## src/rtl/apb_master_arb.sv

```systemverilog
// APB3 master shared by two requesters with round-robin arbitration.
// Runs the IDLE->SETUP->ACCESS sequence, returns read data/error and aborts hung transfers by timeout.
module apb_master_arb #(
  parameter int ADDR_WIDTH     = 32,
  parameter int DATA_WIDTH     = 32,
  parameter int TIMEOUT_CYCLES = 16
) (
  input  logic                    PCLK,
  input  logic                    PRESET,
  input  logic [1:0]              req_valid,
  input  logic [1:0]              req_write,
  input  logic [2*ADDR_WIDTH-1:0] req_addr,
  input  logic [2*DATA_WIDTH-1:0] req_wdata,
  output logic [1:0]              resp_done,
  output logic                    resp_err,
  output logic [DATA_WIDTH-1:0]   resp_rdata,
  output logic                    busy,
  output logic [ADDR_WIDTH-1:0]   PADDR,
  output logic                    PSELx,
  output logic                    PENABLE,
  output logic                    PWRITE,
  output logic [DATA_WIDTH-1:0]   PWDATA,
  input  logic                    PREADY,
  input  logic [DATA_WIDTH-1:0]   PRDATA,
  input  logic                    PSLVERR
);

  // Handshake: requester i raises req_valid[i] and holds req_* stable until the
  // single-cycle resp_done[i] pulse; resp_err/resp_rdata are meaningful only in that cycle.

  localparam int CW = (TIMEOUT_CYCLES > 0) ? $clog2(TIMEOUT_CYCLES + 1) : 1;
  localparam logic [CW:0] TO_LIM = (CW+1)'(TIMEOUT_CYCLES);

  typedef enum logic [1:0] {S_IDLE, S_SETUP, S_ACCESS} state_t;

  state_t                  state, state_nxt;
  logic                    rr_ptr, rr_nxt;
  logic                    gnt, gnt_nxt;
  logic [CW-1:0]           cnt, cnt_nxt;
  logic [CW:0]             cnt_inc;
  logic [1:0]              elig;
  logic                    sel;
  logic [ADDR_WIDTH-1:0]   paddr_nxt;
  logic [DATA_WIDTH-1:0]   pwdata_nxt;
  logic                    pwrite_nxt, psel_nxt, pen_nxt, busy_nxt;
  logic [1:0]              done_nxt;
  logic                    err_nxt;
  logic [DATA_WIDTH-1:0]   rdata_nxt;
  logic                    timed_out;

  assign elig      = req_valid & ~resp_done;
  assign sel       = (elig == 2'b11) ? rr_ptr : elig[1];
  assign cnt_inc   = {1'b0, cnt} + (CW+1)'(1);
  assign timed_out = (TIMEOUT_CYCLES != 0) && (cnt_inc == TO_LIM);

  always_comb begin
    state_nxt  = state;
    rr_nxt     = rr_ptr;
    gnt_nxt    = gnt;
    cnt_nxt    = cnt;
    paddr_nxt  = PADDR;
    pwdata_nxt = PWDATA;
    pwrite_nxt = PWRITE;
    psel_nxt   = PSELx;
    pen_nxt    = PENABLE;
    busy_nxt   = busy;
    done_nxt   = 2'b00;
    err_nxt    = 1'b0;
    rdata_nxt  = '0;
    case (state)
      S_IDLE: begin
        if (|elig) begin
          gnt_nxt    = sel;
          rr_nxt     = ~sel;
          paddr_nxt  = sel ? req_addr[2*ADDR_WIDTH-1:ADDR_WIDTH] : req_addr[ADDR_WIDTH-1:0];
          pwrite_nxt = req_write[sel];
          // Write data is forced to zero for reads so PWDATA never leaks a stale value.
          pwdata_nxt = !req_write[sel] ? '0 :
                       (sel ? req_wdata[2*DATA_WIDTH-1:DATA_WIDTH] : req_wdata[DATA_WIDTH-1:0]);
          psel_nxt   = 1'b1;
          pen_nxt    = 1'b0;
          busy_nxt   = 1'b1;
          state_nxt  = S_SETUP;
        end
      end
      S_SETUP: begin
        pen_nxt   = 1'b1;
        cnt_nxt   = '0;
        state_nxt = S_ACCESS;
      end
      S_ACCESS: begin
        if (PREADY || timed_out) begin
          psel_nxt  = 1'b0;
          pen_nxt   = 1'b0;
          busy_nxt  = 1'b0;
          done_nxt  = gnt ? 2'b10 : 2'b01;
          state_nxt = S_IDLE;
          if (PREADY) begin
            err_nxt   = PSLVERR;
            rdata_nxt = PWRITE ? '0 : PRDATA;
          end else begin
            err_nxt = 1'b1;
          end
        end else begin
          cnt_nxt = cnt_inc[CW-1:0];
        end
      end
      default: state_nxt = S_IDLE;
    endcase
  end

  always_ff @(posedge PCLK or posedge PRESET) begin
    if (PRESET) begin
      state      <= S_IDLE;
      rr_ptr     <= 1'b0;
      gnt        <= 1'b0;
      cnt        <= '0;
      PADDR      <= '0;
      PWDATA     <= '0;
      PWRITE     <= 1'b0;
      PSELx      <= 1'b0;
      PENABLE    <= 1'b0;
      busy       <= 1'b0;
      resp_done  <= 2'b00;
      resp_err   <= 1'b0;
      resp_rdata <= '0;
    end else begin
      state      <= state_nxt;
      rr_ptr     <= rr_nxt;
      gnt        <= gnt_nxt;
      cnt        <= cnt_nxt;
      PADDR      <= paddr_nxt;
      PWDATA     <= pwdata_nxt;
      PWRITE     <= pwrite_nxt;
      PSELx      <= psel_nxt;
      PENABLE    <= pen_nxt;
      busy       <= busy_nxt;
      resp_done  <= done_nxt;
      resp_err   <= err_nxt;
      resp_rdata <= rdata_nxt;
    end
  end

endmodule

```

## config.mk

```make
export PLATFORM = sky130hd
export DESIGN_NAME = apb_master_arb
export DESIGN_NICKNAME = d
export VERILOG_FILES = /design/src/rtl/apb_master_arb.sv
export SDC_FILE = /design/constraint.sdc
export NUM_CORES = 1
export LEC_CHECK = 0
export BUFFER_PORTS_ARGS = -buffer_cell sky130_fd_sc_hd__buf_2
export CAP_MARGIN = 25
export CORE_UTILIZATION = 40
export DETAILED_ROUTE_END_ITERATION = 10
export GPL_TIMING_DRIVEN = 0
export HOLD_SLACK_MARGIN = 0.1
export PLACE_DENSITY = 0.78
export SYNTH_ARGS = -nofsm -noshare
export SYNTH_HDL_FRONTEND = slang
export SYNTH_SLANG_ARGS = --single-unit
```

## constraint.sdc

```tcl
create_clock -name PCLK -period 3.12 [get_ports PCLK]
set_clock_uncertainty 0.1 [all_clocks]
set_input_delay 0.156 -clock PCLK [delete_from_list [all_inputs] [get_ports PCLK]]
set_output_delay 0.156 -clock PCLK [all_outputs]
set_load 0.01 [all_outputs]
```

== Yosys cells after proc, flatten, opt, wreduce, memory -nomap -nowiden ==
Cells that the tools add are included.

* Logic and storage cells: 61
* Latch bits: 0
* Memories kept: 0
* Bits in writable memories: 0
* Bits in read-only memories: 0
* Bits in registers: 111

* Add/subtract/negate cells: 1
* Bitwise operators: 3
* Shift-type cells: 0
* Muxes and demuxes: 26
* Multiply operators: 0
* Eq/ne operators: 7
* Div/mod/pow operators: 0
* Order comparisons: 1
* Reduce and logical (&&, ||, !) cells: 11

{| class="wikitable"
|+ Operators by type and width
! kind !! count
|-
| 32-bit 2-to-1 mux || 7
|-
| 2-bit 2-to-1 mux || 5
|-
| 5-bit one-hot mux with 2 select lines || 1
|-
| 1-bit 2-to-1 mux || 9
|-
| 5-bit by 1-bit adder with 6-bit output (second input constant) || 1
|-
| 6-bit by 5-bit equality test with 1-bit output (second input constant) || 1
|-
| 2-bit != test (second input constant) || 3
|-
| 2-bit one-hot mux with 3 select lines || 1
|-
| 2-bit AND reduction || 3
|-
| 3-bit AND reduction || 2
|-
| 5-bit 2-to-1 mux || 1
|-
| 2-bit equality test (second input constant) || 2
|-
| 2-bit nonzero test || 2
|-
| 1-bit one-hot mux with 3 select lines || 1
|-
| 3-bit nonzero test || 1
|-
| 2-bit bitwise AND || 1
|-
| 2-bit by 1-bit equality test with 1-bit output (second input constant) || 1
|-
| 2-bit zero test || 1
|-
| 1-bit by 2-bit < comparator with 1-bit output (second input constant) || 1
|-
| 2-bit inverter || 1
|-
| 1-bit one-hot mux with 2 select lines || 1
|-
| 2-bit OR reduction || 1
|-
| 1-bit logical OR || 1
|-
| 1-bit inverter || 1
|}

== Depth between registers and ports, before layout ==
Gate-level depths: netlist of run 1.

* Depth in word-level cells: 7
* Gate-level depth with buffers: 8
* Gate-level depth less buffers: 5

== Worst setup path before layout of run 1 ==
Ideal clock, no wire load.

* Kind: register -> register
* Start point: reg resp_done[0]
* End point: reg PWDATA[0]
* Setup time: 0.126 ns
* Stages on the path, launching flop included: 7
* Arrival: 1.511 ns
* Path slack: 1.383 ns
* Buffers on the path: 2
* Cell sequence: dfrtp_1 nor3b_1 nor3_4 and2_1 buf_4 buf_6 a221o_1

* Cells in the longest elaborated chain, start to end: 7

{| class="wikitable"
|+ RTL lines
! what !! line !! RTL
|-
| from (decl) || 14 || <nowiki>output logic [1:0] resp_done,</nowiki>
|-
| from (signal assigned) || 138 || <nowiki>resp_done <= done_nxt;</nowiki>
|-
| 2-bit inverter (*) || 51 || <nowiki>assign elig = req_valid & ~resp_done;</nowiki>
|-
| 2-bit bitwise AND (*) || 51 ||
|-
| 2-bit equality test || 52 || <nowiki>assign sel = (elig == 2'b11) ? rr_ptr : elig[1];</nowiki>
|-
| 1-bit 2-to-1 mux || 52 ||
|-
| 1-bit 2-to-1 mux (implied by the code) (2 in a row) || 78 || <nowiki>pwdata_nxt = !req_write[sel] ? '0 :</nowiki>
|-
| 32-bit 2-to-1 mux || 78 ||
|-
| to (signal assigned) || 133 || <nowiki>PWDATA <= pwdata_nxt;</nowiki>
|-
| to (decl) || 22 || <nowiki>output logic [DATA_WIDTH-1:0] PWDATA,</nowiki>
|}

Every way passes the cells marked *; elsewhere a longest branch is shown, timed or not. The select of a mux whose other input is x is not followed.
A chain may end at the register's enable or synchronous reset.

== Worst setup path in the final report of run 1 ==
* Start point: reg state[0]
* End point: reg PWDATA[27]

* Cells in the longest elaborated chain, start to end: 2

{| class="wikitable"
|+ RTL lines
! what !! line !! RTL
|-
| from (decl) || 36 || <nowiki>state_t state, state_nxt;</nowiki>
|-
| from (signal assigned) || 128 || <nowiki>state <= state_nxt;</nowiki>
|-
| 2-bit zero test || 70 || <nowiki>case (state)</nowiki>
|-
| 2-bit AND reduction (no line) || - ||
|}

Every way passes these cells.

==> results by group, run 1 <==
Outcome
  • Status: completed

Setup path
  • CP delay by family, top: buffers and inverters
  • CP required: 3280 ps
  • R2R Path Start: state[0]
  • Setup crit end kind: register
  • Setup crit start: state[0]
  • CP arrival: 2780 ps
  • Worst Setup Start Kind: register
  • Cells along the critical path: buf_2 -> or2_4 -> nor3_4 -> and2_1 -> buf_4 -> buf_6 -> a221o_1 -> dlygate4sd3_1
  • CP Buf/Inv Count: 4
  • RR Endpoint: PWDATA[27]
  • Reg2reg setup slack: just over 500 ps
  • Crit-path slowest cell: dlygate4sd3_1
  • Critical path class: register to register
  • Max stage delay on crit path: 620 ps
  • CP Capture Point: PWDATA[27]
  • Critical path depth: 8
  • Reg2Reg Depth: 8
  • Worst-path fanout max: 10

Timing
  • Period utilization: 0.838
  • Fmax: about 380 MHz
  • Final Hold Fails: 0
  • Final setup margin: between 500 and 600 ps
  • Max-slew violations: 0
  • Final TNS setup: 0 ps
  • Min Tclk post-route: ~2600 ps
  • Finish-stage setup viols: 0
  • Worst Tran Pin Value: 689 ps
  • RSZ-0062 raised after global routing: false
  • Relative slew slack: 0.540

Synthesis
  • Syn_nets: between 500 and 600
  • Most common flop cell mapped by yosys: dfrtp_1
  • Sequential area share after synthesis: 0.590
  • Synth Register Bits: between 100 and 150
  • Post-synthesis cell area: roughly 4700 um2
  • Top cell type's share of synthesized area: 0.590
  • Post-synth cell types: 37
  • Largest cells by area after synthesis: dfrtp_1 (59%), a22oi_2 (7.7%), a221o_1 (7.0%), nand2_1 (5.6%), and2_1 (4.5%)
  • Post-synthesis cell count: ~400
  • Number of synthesized flops with an enable pin: 0
  • Asr flop ratio synth: 1.00
  • Mapped Avg Cell Area: roughly 12 um2
  • Cell taking the most area after synthesis: dfrtp_1
  • YS warnings: 0

CTS
  • H-tree levels: 3
  • CTS resizes: 0
  • # clock sinks: about 110
  • Clock slew at reported path FFs: around 70 ps
  • Root buf cell: clkbuf_16
  • Clk_lat worst skew: approximately 350 ps
  • CTS tree: built
  • Max clock buf depth: 2
  • CTS Buf Count: 9

Final layout
  • Nets: between 1000 and 1500
  • Share of layout cells above drive strength 1: 0.400
  • Layout area overhead: 74.3%
  • Final instance area: about 8000 um2

GRT
  • Antenna violations before repair: 5
  • Total GRT Usage: 0.307
  • GR Overflow Total: 0
  • Largest net degree at the start of global routing: 42
  • Vias in the first global route: about 5700
  • First-pass GRT wire length: slightly below 30 mm

Die
  • Die H: 111 um
  • Core ar.: ~11000 um2
  • Cell Rows: 39
  • I/O pin total: between 200 and 300
  • Die Area: between 10000 and 15000 um2
  • Starting Density: 0.411
  • Die X-Extent: roughly 110 um

Detailed routing
  • Total Routed Length: roughly 19 mm
  • Metal2 WL: approximately 9 mm
  • DRC Markers: 0
  • Vias post-DR: 5282
  • Initial drt markers: between 300 and 400
  • DR WL/cell: about 19 um
  • Met1 WL: 6.67 mm
  • Drt pass-1 iters: 5
  • Vias per inst: 5.33
  • Number of routed nets with antenna violations: 0
  • Max Used Layer: met4
  • Met3 WL: 1.41 mm

Min path
  • HP Class: input pin to register

Place
  • DP Worst Slack: between 1000 and 1500 ps
  • DP Area: about 6300 um2
  • I/O Buffers: between 200 and 300
  • DPL Wire Length: between 10 and 15 mm
  • Routability congestion estimate: about 0.9

Run
  • Max Cap Violations: 0

Power
  • Worst vdd rail ir drop: about 550 uV
  • Pleak: roughly 4.4 nW
  • Final Total Pwr: approximately 6.5 mW
  • Pwr Density: a little under 800 nW/um2
==> area by class of cell <==
class | instances | area, um2
Buffer | 29 | 190
Multi-Input combinational cell | 250 | 1720
Timing Repair Buffer | 433 | 3000
Antenna cell | 5 | 12.5
Fill cell | 761 | 3260
Clock buffer | 12 | 256
Inverter | 5 | 22.5
Sequential cell | 111 | 2780
Clock inverter | 3 | 42.5
Tap cell | 143 | 179
==> worst min path at each step <==
stage             startpoint        endpoint  slack (ps)  cells past startpoint
4_1_cts               PREADY        resp_err         110                      3
6_report       req_wdata[22]      PWDATA[22]         120                      3
5_1_grt        req_wdata[22]      PWDATA[22]         110                      3
2_1_floorplan   req_addr[32]        PADDR[0]         160                      2
3_5_place_dp          PRESET  resp_rdata[19]         180                      2
3_3_place_gp    req_addr[33]        PADDR[1]         250                      3
==> worst register-to-register path, stage by stage (launching register included) <==
cell and delay, ps:
dfrtp_1 350, buf_2 170, or2_4 270, nor3_4 380, and2_1 180, buf_4 150
buf_6 160, a221o_1 150, dlygate4sd3_1 620
==> metrics by stage <==
| stage | utilization | instances | hold WS (ps) |
|---|---|---|---|
| after floorplan | - | 395 | 161 |
| after global placement | 0.544 | 808 | 246 |
| after detailed placement | 0.548 | 810 | 182 |
| after CTS | 0.715 | 986 | 105 |
| final | 0.716 | 991 | 123 |
| after global routing | 0.716 | 991 | 108 |
==> layer usage <==
layer	vias up	global-route usage
li1	2304	-
met1	2539	0.330
met2	331	0.524
met3	108	0.0834
met4	0	0.216
met5	-	0
==> Yosys cell counts, types with 3 or more instances <==
library cell  instances
and2_1               34
inv_1                 4
a21oi_1               7
nor3b_1               4
clkbuf_1             12
dfrtp_1             111
nand2b_1              5
a221o_1              33
nand2_1              70
nor2_1                7
a22oi_1               3
a22oi_2              29
buf_6                 6
and3_1               34
buf_2                 5
buf_4                 5
==> where the power goes <==
part / internal [mW] / switching (mW)
sequential: 1.89 / 0.314
clock: 0.662 / 0.517
combinational: 1.69 / 1.45
==> flip-flops by register name (all words and copies together), names as in the netlist <==
register / cells
resp_done: 2
rr_ptr: 1
PWRITE: 1
PENABLE: 1
state: 2
PADDR: 32
gnt: 1
resp_err: 1
cnt: 5
resp_rdata: 32
PSELx: 1
PWDATA: 32
==> kinds of logic after synthesis <==
group,Yosys count,synth area share
mux,1,0.00213
fa+ha+maj,1,0.00266
buf+inv,34,0.0444
compound gates,86,0.182
flops,111,0.590
simple gates,162,0.179
==> layout by cell type, fill, tap and decap left out, types with 3 or more instances in the layout <==
cell type      instances
clkbuf_16              9
a22oi_1                3
a221o_1               33
buf_2                275
nor3b_1                4
buf_6                  6
diode_2                5
a21oi_1                7
clkbuf_1              13
and3_1                34
inv_1                  3
nor2_1                 7
buf_4                  5
dlygate4sd3_1        161
a22oi_2               29
nand2b_1               5
dfrtp_1              111
nand2_1               70
and2_1                34
==> repair_timing <==
action                     4_1_cts  5_1_grt
setup endpoints to repair        0        0
hold endpoints to repair       127        0
buffers inserted                 0        0
hold buffers                   161        0
Note: power is estimated with default switching activity, not from simulation.
==> run 2, diff against run 1 <==
Settings changed: PLACE_DENSITY 0.78 to 0.75.
Clock period 3.12 ns to 2.5 ns, I/O delays scaled along.
==> run 2 against run 1 <==
Sequential share of layout area shrank 0.22 points. Clock power grew 38%. Power grew 15%. Die area is the same. Maximum frequency grew 9.6%. Sequential cell count is the same. Utilization grew 0.46 points. First-iteration DRC count grew 16%. Largest power group unchanged. Highest routed layer unchanged.
==> results by group, run 2 (same netlist as run 1, synthesis figures left out) <==
Outcome
  • Status: completed

Detailed routing
  • Number of routed nets with antenna violations: 0
  • DRC Markers: 0
  • Total Routed Length: 17.6 mm
  • DR WL/cell: around 18 um
  • Initial drt markers: between 400 and 500
  • Vias per inst: about 5.2
  • Vias post-DR: between 5000 and 6000
  • Drt pass-1 iters: 4

Timing
  • Min Tclk post-route: approximately 2400 ps
  • Fmax: around 420 MHz
  • Relative slew slack: 0.460
  • RSZ-0062 raised after global routing: true
  • Finish-stage setup viols: 0
  • Worst Tran Pin Value: approximately 810 ps
  • Final TNS setup: 0 ps
  • Final setup margin: approximately 110 ps
  • Final Hold Fails: 0
  • Period utilization: 0.954
  • Max-slew violations: 0

Power
  • Pwr Density: 911 nW/um2
  • Pleak: 4.39 nW
  • Final Total Pwr: 7.53 mW
  • Worst vdd rail ir drop: 596 uV

CTS
  • H-tree levels: 3
  • Clock slew at reported path FFs: 70 ps
  • Clk_lat worst skew: roughly 350 ps
  • Root buf cell: clkbuf_16
  • CTS tree: built
  • CTS Buf Count: 9
  • Max clock buf depth: 2
  • CTS resizes: 0
  • # clock sinks: 111

GRT
  • Largest net degree at the start of global routing: between 40 and 50
  • Antenna violations before repair: 0
  • Vias in the first global route: roughly 5600
  • Total GRT Usage: 0.294
  • GR Overflow Total: 0
  • First-pass GRT wire length: approximately 28 mm

Setup path
  • Setup crit start: state[0]
  • Worst-path fanout max: 9
  • R2R Path Start: state[0]
  • CP arrival: around 2600 ps
  • CP required: around 2700 ps
  • Critical path class: register to register
  • Worst Setup Start Kind: register
  • Setup crit end kind: register

Die
  • Starting Density: 0.411
  • Core ar.: roughly 11000 um2
  • Cell Rows: 39
  • Die X-Extent: roughly 110 um
  • I/O pin total: approximately 270
  • Die Area: 12200 um2
  • Die H: between 100 and 150 um

Min path
  • Hold Path Origin: PREADY
  • HP Class: input pin to register

Final layout
  • Nets: between 1000 and 1500
  • Biggest regs: PADDR x32, PWDATA x32, resp_rdata x32
  • Share of layout cells above drive strength 1: 0.400
  • N_diodes: 0
  • Fin util: 0.720
  • Layout area overhead: 75.4%
  • Final cell count without fillers: between 900 and 1000
  • Commonest non-fill, non-tap cell in the layout: buf_2
  • Most frequent cells in the layout: buf_2 (275), dlygate4sd3_1 (163), dfrtp_1 (111), nand2_1 (70)

Run
  • Max Cap Violations: 0

Place
  • Routability congestion estimate: between 0.8 and 0.9
  • Dpl cells: between 800 and 900
  • DPL Wire Length: between 10 and 15 mm
  • I/O Buffers: 270
  • DP Worst Slack: 368 ps
==> run 2: changes by cell type in the layout (fill, tap and decap cells not counted), sizes merged <==
| cell | change |
|---|---|
| diode | -5 |
| clkbuf | +2 |
| dlygate4sd3 | +2 |
| bufinv | +1 |
| clkinv | -1 |
| clkinvlp | -1 |
==> run 2: final timing paths <==
check,end,slack [ps],cells after the start
max reg2reg,PWDATA[1],110,7
min in group asynchronous,resp_rdata[29],390,3
min,cnt[2],130,3
max,PWDATA[1],110,7
min reg2reg,resp_done[0],370,1
max in group asynchronous,PWDATA[8],1230,4
==> run 2: power by group <==
group	total, mW	switching, mW	internal (mW)
sequential	2.74	0.378	2.36
clock	1.63	0.639	0.989
combinational	3.16	1.65	1.51
total	7.53	2.66	4.86
==> run 2: layer usage <==
layer  vias up  part of all wire  GRT usage
li1       2307                 -          -
met1      2469              0.37      0.322
met2       332              0.50      0.499
met3        73             0.080     0.0966
met4         0             0.050      0.166
met5         -                 0          0
==> run 2: through the flow <==
| step | instance area [um2] | hold WS, ps |
|---|---|---|
| 6_report | 8260 | 131 |
| 5_1_grt | 8260 | 158 |
| 4_1_cts | 8260 | 108 |
| 3_5_place_dp | 6280 | 215 |
| 3_3_place_gp | 6240 | 214 |
| 2_1_floorplan | 4710 | 130 |
==> run 2: timing repair <==
action	CTS	global route
hold endpoints to repair	132	0
hold buffers	163	0
setup endpoints to repair	0	3
setup buffers	0	0
==> run 2: critical path, cell delays in order, from the launching register on <==
cell	delay, ps
dfrtp_1	350
buf_2	170
or2_4	270
nor3_4	380
and2_1	190
buf_4	150
a221o_1	140
dlygate4sd3_1	560
==> run 2: layout make-up <==
| class | instances | area (um2) |
|---|---|---|
| sequential | 111 | 2780 |
| timing repair buffer | 435 | 3020 |
| fill | 717 | 3210 |
| inverter | 5 | 22.5 |
| clock buffer | 14 | 284 |
| buffer | 29 | 190 |
| tap | 143 | 179 |
| multi-input combinational | 250 | 1720 |
| clock inverter | 2 | 60.1 |
